File: src/rtl/sor_sched_pkg.sv
// Shared types and constants for the sor_left scheduler.
package sor_sched_pkg;

  localparam int DATA_W = 8;
  localparam int AMT_W  = 4;

  localparam logic       OP_SHL  = 1'b0;
  localparam logic       OP_ROL  = 1'b1;
  localparam logic [2:0] SEL_MAX = 3'd7;

  typedef enum logic [1:0] {
    IDLE,
    PASS1,
    PASS2,
    RESP
  } state_t;

endpackage

File: src/rtl/sor_left.sv
// 8-bit combinational left shifter / rotator.
// control = 0: shift left with zero fill; control = 1: rotate left.
module sor_left (
  input  logic [7:0] data,
  input  logic [2:0] select,
  input  logic       control,
  output logic [7:0] sor
);

  logic [15:0] w_dbl;

  // Rotate takes the upper byte of the doubled word; shift drops the overflow.
  always_comb begin
    w_dbl = {data, data} << select;
    if (control) begin
      sor = w_dbl[15:8];
    end else begin
      sor = data << select;
    end
  end

endmodule

File: src/rtl/sor_scheduler.sv
// Two-requester scheduler for the shared sor_left datapath.
// Shifts of 8..15 are split into two passes (7, then the remainder).
// Optional macro SOR_SCHED_RR_EN: round-robin arbitration; otherwise req0
// has fixed priority.
module sor_scheduler #(
  parameter int DATA_W = sor_sched_pkg::DATA_W,
  parameter int AMT_W  = sor_sched_pkg::AMT_W
) (
  input  logic              clk,
  input  logic              rst_n,
  input  logic              req0_valid,
  output logic              req0_ready,
  input  logic [DATA_W-1:0] req0_data,
  input  logic [AMT_W-1:0]  req0_amt,
  input  logic              req0_op,
  input  logic              req1_valid,
  output logic              req1_ready,
  input  logic [DATA_W-1:0] req1_data,
  input  logic [AMT_W-1:0]  req1_amt,
  input  logic              req1_op,
  output logic              rsp_valid,
  input  logic              rsp_ready,
  output logic [DATA_W-1:0] rsp_data,
  output logic              rsp_id,
  output logic              busy
);

  import sor_sched_pkg::*;

  state_t            r_state;
  state_t            w_state_nxt;
  logic [DATA_W-1:0] r_data;
  logic [DATA_W-1:0] r_result;
  logic [AMT_W-1:0]  r_amt;
  logic              r_op;
  logic              r_id;

  logic              w_grant0;
  logic              w_grant1;
  logic              w_accept;
  logic              w_two_pass;
  logic [AMT_W-1:0]  w_amt_m7;
  logic [2:0]        w_sel;
  logic [DATA_W-1:0] w_sor_in;
  logic [DATA_W-1:0] w_sor_out;

`ifdef SOR_SCHED_RR_EN
  logic r_last_id;

  // Round-robin grant: on contention the requester not served last wins.
  always_comb begin
    w_grant0 = req0_valid & (~req1_valid | r_last_id);
    w_grant1 = req1_valid & (~req0_valid | ~r_last_id);
  end

  // Remember the last accepted requester; reset value makes req0 preferred.
  always_ff @(posedge clk or negedge rst_n) begin
    if (!rst_n) begin
      r_last_id <= 1'b1;
    end else if (w_accept) begin
      r_last_id <= req1_ready;
    end
  end
`else
  // Fixed-priority grant: req0 always wins.
  always_comb begin
    w_grant0 = req0_valid;
    w_grant1 = req1_valid & ~req0_valid;
  end
`endif

  // Handshake outputs; readys are forced low while reset is asserted.
  always_comb begin
    req0_ready = rst_n & (r_state == IDLE) & w_grant0;
    req1_ready = rst_n & (r_state == IDLE) & w_grant1;
    w_accept   = req0_ready | req1_ready;
    rsp_valid  = (r_state == RESP);
    rsp_data   = r_result;
    rsp_id     = r_id;
    busy       = (r_state != IDLE);
  end

  // Datapath select: two-pass shifts use 7 then min(amt-7, 7) on the partial result.
  always_comb begin
    w_two_pass = (r_op == OP_SHL) && (r_amt > AMT_W'(SEL_MAX));
    w_amt_m7   = r_amt - AMT_W'(SEL_MAX);
    w_sor_in   = r_data;
    w_sel      = r_amt[2:0];
    if (r_state == PASS2) begin
      w_sor_in = r_result;
      w_sel    = (w_amt_m7 > AMT_W'(SEL_MAX)) ? SEL_MAX : w_amt_m7[2:0];
    end else if (w_two_pass) begin
      w_sel = SEL_MAX;
    end
  end

  sor_left u_sor_left (
    .data    (w_sor_in),
    .select  (w_sel),
    .control (r_op),
    .sor     (w_sor_out)
  );

  // Next-state logic.
  always_comb begin
    w_state_nxt = r_state;
    case (r_state)
      IDLE:    if (w_accept) w_state_nxt = PASS1;
      PASS1:   w_state_nxt = w_two_pass ? PASS2 : RESP;
      PASS2:   w_state_nxt = RESP;
      RESP:    if (rsp_ready) w_state_nxt = IDLE;
      default: w_state_nxt = IDLE;
    endcase
  end

  // State register.
  always_ff @(posedge clk or negedge rst_n) begin
    if (!rst_n) begin
      r_state <= IDLE;
    end else begin
      r_state <= w_state_nxt;
    end
  end

  // Latch the granted request on accept; capture datapath output during passes.
  always_ff @(posedge clk or negedge rst_n) begin
    if (!rst_n) begin
      r_data   <= '0;
      r_amt    <= '0;
      r_op     <= 1'b0;
      r_id     <= 1'b0;
      r_result <= '0;
    end else begin
      if (w_accept) begin
        r_data <= req1_ready ? req1_data : req0_data;
        r_amt  <= req1_ready ? req1_amt  : req0_amt;
        r_op   <= req1_ready ? req1_op   : req0_op;
        r_id   <= req1_ready;
      end
      if ((r_state == PASS1) || (r_state == PASS2)) begin
        r_result <= w_sor_out;
      end
    end
  end

endmodule

File: config.mk
export PLATFORM = sky130hd
export DESIGN_NAME = sor_scheduler
export DESIGN_NICKNAME = d
export VERILOG_FILES = /design/src/rtl/sor_sched_pkg.sv /design/src/rtl/sor_left.sv /design/src/rtl/sor_scheduler.sv
export SDC_FILE = /design/constraint.sdc
export NUM_CORES = 1
export LEC_CHECK = 0
export ABC_AREA = 1
export ABC_CLOCK_PERIOD_IN_PS = 2100
export BUFFER_PORTS_ARGS = -buffer_cell sky130_fd_sc_hd__buf_4
export CAP_MARGIN = 0
export CORE_ASPECT_RATIO = 1.4
export CORE_UTILIZATION = 40
export DETAILED_ROUTE_END_ITERATION = 10
export RECOVER_POWER = 25
export SLEW_MARGIN = 20
export SYNTH_ARGS = -nofsm -noshare
export SYNTH_HDL_FRONTEND = slang
export SYNTH_SLANG_ARGS = --single-unit
export TNS_END_PERCENT = 5
File: constraint.sdc
create_clock -name clk -period 2.1 [get_ports clk]
set_input_delay 0.315 -clock clk [delete_from_list [all_inputs] [get_ports clk]]
set_output_delay 0.315 -clock clk [all_outputs]
set_load 0.02 [all_outputs]
# Word-level counts from Yosys, hierarchy flattened
# Index checks and enable logic that the tools add are counted.
[totals] reg_bits=24 inputBits=31 output_inout_bits=13 word_cells=40
[classes] addsub=1 magnitude_cmp=2 eq_ne=5 shift=2 muxes=12 bitwise_logic=7 n_reduce_logical=5
[op_table] operator="$mux 8" n=3
[op_table] operator="$shl 16x3->16" n=1
[op_table] operator="$mux 3" n=3
[op_table] operator="$gt 4x3->1 const B" n=2
[op_table] operator="$pmux 2 s4" n=1
[op_table] operator="$shl 8x3->8" n=1
[op_table] operator="$and 1x1->1" n=4
[op_table] operator="$eq 2x2->1 const B" n=2
[op_table] operator="$mux 2" n=2
[op_table] operator="$mux 4" n=1
[op_table] operator="$sub 4x3->4 const B" n=1
[op_table] operator="$eq 2x1->1 const B" n=1
[op_table] operator="$logic_not 2->1" n=1
[op_table] operator="$mux 1" n=2
[op_table] operator="$ne 2x1->1 const B" n=1
[op_table] operator="$ne 2x2->1 const B" n=1
[op_table] operator="$not 1->1" n=2
[op_table] operator="$reduce_and 2->1" n=1
[op_table] operator="$reduce_bool 2->1" n=1
[op_table] operator="$logic_and 1x1->1" n=1
[op_table] operator="$logic_or 1x1->1" n=1
[op_table] operator="$or 1x1->1" n=1

# Longest topological paths before layout
[logic_depth] word_depth=6 depth_mapped=14 ltp_nobuf=14

# Hierarchy
# From an unflattened synthesis, not the netlist that was laid out.
[hier_totals] hier_cells=304 hier_area_um2=1855.5
[modules_own_cells] mod="sor_scheduler" instances=1 cells_per_inst=219 area_each_um2=1467.7 seq_area_each_um2=600.6
[modules_own_cells] mod="sor_left" instances=1 cells_per_inst=85 area_each_um2=387.9 seq_area_each_um2=0.0

# Worst setup path before layout
# Ideal clock, no wire load.
[synth_timing] path_kind="register to output" startpoint="register r_state[0]" endpoint="output req0_ready" arrival_time_ns=1.460 t_required_ns=1.785 setup_slack_ns=0.325 stages_incl_launch_ff=6 n_path_buf=1 cell_sequence="dfrtp_1 inv_1 ha_1 nand2_1 nor2_1 clkbuf_1"
[synth_via] elab_chain_len=3
[synth_rtl] element="start: declaration" line="sor_scheduler.sv:30" text="state_t r_state;"
[synth_rtl] element="start signal: assignment" line="sor_scheduler.sv:121" text="r_state <= w_state_nxt;"
[synth_rtl] element="$logic_not 2->1" line="sor_scheduler.sv:74" text="req0_ready = rst_n & (r_state == IDLE) & w_grant0;"
[synth_rtl] element="$and 1x1->1 (2 in series)" line="sor_scheduler.sv:74"
[synth_rtl] element="end: declaration" line="sor_scheduler.sv:12" text="output logic req0_ready,"
# Every way passes these cells.

# Worst setup path in the final report
[layout_timing] startpoint="register r_state[1]" endpoint="output req1_ready"
[layout_via] elab_chain_len=3
[layout_rtl] element="$logic_not 2->1" line="sor_scheduler.sv:75" text="req1_ready = rst_n & (r_state == IDLE) & w_grant1;"
[layout_rtl] element="$and 1x1->1 (2 in series)" line="sor_scheduler.sv:75"
[layout_rtl] element="end: declaration" line="sor_scheduler.sv:17" text="output logic req1_ready,"
# Every way passes these cells.

==> impl_metrics.env <==
export IMPL_leakage_uw=0.001167
export IMPL_start_kind="flip-flop"
export IMPL_status="completed"
export IMPL_syn_cell_area_sq_um=1767
export IMPL_post_cts_buffers=0
export IMPL_finalHoldWorstSlack_ns=0.2508
export IMPL_synth_xor_area_share=0
export IMPL_insertion_delay_ns=0.27
export IMPL_nets=351
export IMPL_dp_cells=369
export IMPL_end_kind="primary output"
export IMPL_synth_nets=301
export IMPL_drc=0
export IMPL_r2r_start="r_state[0]$_DFFE_PN0P_"
export IMPL_cts_made_buffers=3
export IMPL_cts_root_buf="clkbuf_8"
export IMPL_clock_skew_ns=0.009128
export IMPL_path_max_fanout=14
export IMPL_rsz0062_at_grt="false"
export IMPL_cts_sinks=24
export IMPL_wl_mm=4.531
export IMPL_clk_pin_slew_ns=0.09
export IMPL_antenna_found_initial=0
export IMPL_ir_drop_uv=563.4
export IMPL_timing_rr_end="rsp_data[1]$_DFFE_PN0P_"
export IMPL_min_delay_start="req0_amt[0]"
export IMPL_cts_tree="built"
export IMPL_grt_max_degree=25
export IMPL_synthCells=264
export IMPL_ff2ff_path_depth=13
export IMPL_hold_path_class="in2reg"
export IMPL_ant_nets=0
export IMPL_ys_ff_latch=24
export IMPL_synthDistinctLibCells=26
export IMPL_slew_viol_final=0
export IMPL_antenna_cells=0
export IMPL_portBuffers=43
export IMPL_path_common_cell="inv_1"
export IMPL_max_slew_margin=0.1373
export IMPL_core_area_sq_um=4239
export IMPL_firstDrtPassIters=4
export IMPL_wire_per_inst_microns=12.18
export IMPL_comb_power_share=0.711
export IMPL_synthDominantCellAreaShare=0.3399
export IMPL_viasPerCell=4.831
export IMPL_setup_viol=0
export IMPL_synth_top_family_by_area="simple AND/OR/NAND/NOR gates"
export IMPL_synth_compound_area_frac=0.08144
export IMPL_cp_slowest_cell="dfrtp_2"
export IMPL_grt_pass1_vias=1785
export IMPL_synth_fa_ha_area_frac=0.04249
export IMPL_place_congestion=0.9015
export IMPL_clk_path_buf_depth=2
export IMPL_start_util=0.4168
export IMPL_p_int_uw=1927
export IMPL_powerDensity_nw_per_um2=1848
export IMPL_vias=1797
export IMPL_ff2ff_setup_slack_ns=0.24
export IMPL_hold_viol_final=0
export IMPL_swShare=0.5336
export IMPL_hold_depth=3
export IMPL_worstSetupPathType="reg2out"
export IMPL_grt_pass1_wl_mm=7.693
export IMPL_synthSimpleGateAreaFrac=0.4525
export IMPL_synth_area_leaders="dfrtp_1, nand2_1, nand3_1"
export IMPL_die_area_sq_um=4690
export IMPL_syn_to_final_growth_pct=26.56
export IMPL_cts_htree_levels=1
export IMPL_syn_area_per_cell_sq_um=6.692
export IMPL_ys_seq_area_frac=0.3399
export IMPL_die_w_microns=58.17
export IMPL_gr_total_overflow=0
export IMPL_layout_drive_gt1_share=0.2436
export IMPL_tightest_slew_ns=1.294
export IMPL_fp_dieH_microns=80.64
export IMPL_drtIter0Drc=65
export IMPL_clockPowerShare=0.068
export IMPL_hold_path_end="r_amt[0]$_DFFE_PN0P_"
export IMPL_synth_warnings=0
export IMPL_arrival_ns=1.65
export IMPL_cap_violations=0
export IMPL_min_period_ns=1.969
export IMPL_synthMuxAreaShare=0
export IMPL_grt_use_total=0.2132
export IMPL_worst_endpoint_required_ns=1.78
export IMPL_final_cells=372
export IMPL_fmax_mhz=507.8
export IMPL_dp_hpwl_mm=3.668
export IMPL_cpPeakStageDelay_ns=0.45
export IMPL_row_count=28
export IMPL_p_seq_frac=0.221
export IMPL_ios=44
export IMPL_worstPathCellList="inv_1, ha_1, nand2_1, inv_1, nand3_1, inv_2, buf_6, buf_4"
export IMPL_setup_tns_ns=0
export IMPL_period_share=0.9378
export IMPL_switchingPower_uw=2205
export IMPL_yosysTopAreaCell="dfrtp_1"
==> per-stage QoR <==
stage                     utilization  area [sq um]  total power [uW]  worst slack (ns)
after floorplan                     -          1767              3079            0.3252
after global placement         0.5156          2186              3845            0.1883
after detailed placement       0.5156          2186              3832            0.1586
after CTS                      0.5254          2227              4120           0.05086
after global routing           0.5275          2236              4619          0.002650
final                          0.5275          2236              4132            0.1306
==> worst max-delay path, delay by kind of cell, from the launching register on <==
kind / cells / cell delay, ns
AND/OR/NAND/NOR: 2 / 0.19
adder cells (fa/ha/maj): 1 / 0.17
buffers and inverters: 5 / 0.57
flip-flops: 1 / 0.45
==> power by group through the flow <==
stage,combinational [uW],clock [uW],sequential [uW]
6_report,2940,281,912
5_1_grt,3380,302,941
4_1_cts,2930,287,907
2_1_floorplan,2120,0,961
3_3_place_gp,2930,0,914
3_5_place_dp,2920,0,912
==> cell usage in the layout (no fill, tap or decap) <==
cell type and n:
inv_1 22, o21ai_0 7, nand4_1 3, dfrtp_2 1, nor2_1 19, o21ai_2 1, o21ai_1 2, clkbuf_8 3
nand2_2 4, o22ai_1 1, a21oi_1 5, nand2_8 1, nand3_2 1, nand3_4 1, buf_6 1, ha_2 1
nand2_1 93, inv_2 7, buf_4 48, ha_1 5, dfrtp_1 23, nor2_4 2, nand3_1 45, nand2_4 1
nor2_2 3, or2_0 2, clkbuf_1 2, o22ai_2 1, o211ai_1 7
==> synthesized netlist by cell type <==
cell type,count
nand3_4,1
ha_1,6
nor2_1,20
dfrtp_1,24
nand4_1,3
buf_2,1
clkbuf_1,2
nand3_2,1
o21ai_1,2
inv_2,5
nor2_2,2
o211ai_1,7
o21ai_2,1
nand2_1,93
or2_0,2
o21ai_0,7
buf_4,2
o22ai_1,2
nand2_4,1
nand3_1,45
inv_1,24
nand2_2,4
a21oi_1,5
nor2_4,2
nand2_8,1
buf_6,1
==> worst max path at each step <==
| stage | startpoint | depth (start not counted) | end |
|---|---|---|---|
| floorplan | r_state[0]$_DFFE_PN0P_ | 5 | req0_ready |
| global placement | r_state[0]$_DFFE_PN0P_ | 13 | rsp_data[0]$_DFFE_PN0P_ |
| detailed placement | r_state[0]$_DFFE_PN0P_ | 13 | rsp_data[0]$_DFFE_PN0P_ |
| CTS | r_state[1]$_DFFE_PN0P_ | 8 | req1_ready |
| global route | r_state[0]$_DFFE_PN0P_ | 13 | rsp_data[0]$_DFFE_PN0P_ |
| finish | r_state[1]$_DFFE_PN0P_ | 8 | req1_ready |
==> registers in the layout, summed over array words and instances, names as in the netlist <==
name,cells
r_op,1
rsp_id,1
r_data,8
r_amt,4
r_state,2
rsp_data,8
==> routing by layer <==
| layer | share of wire | global-route usage |
|---|---|---|
| met3 | 0.030 | 0.02576 |
| met5 | 0 | 0 |
| met4 | 0.024 | 0.08810 |
| met2 | 0.51 | 0.3908 |
| met1 | 0.44 | 0.2438 |
==> logic make-up after synthesis <==
kind of cell | after synthesis
and+or+nand+nor | 175
DFF | 24
AOI/OAI and AO/OA | 24
buffers and inverters | 35
adders and majority gates | 6
==> layout make-up <==
type / instances / area [sq um]
sequential: 24 / 601.8
inverter: 29 / 108.9
multi-input combinational: 205 / 1030
clock buffer: 3 / 41.29
timing repair buffer: 51 / 379.1
fill: 436 / 2003
tap: 60 / 75.07
==> what timing repair did <==
action | CTS | global route
endpoints found under the hold margin | 0 | 0
gates resized for setup | 0 | 7
hold buffers | 0 | 0
endpoints found under the setup margin | 0 | 11
(Power assumes the default switching activity.)
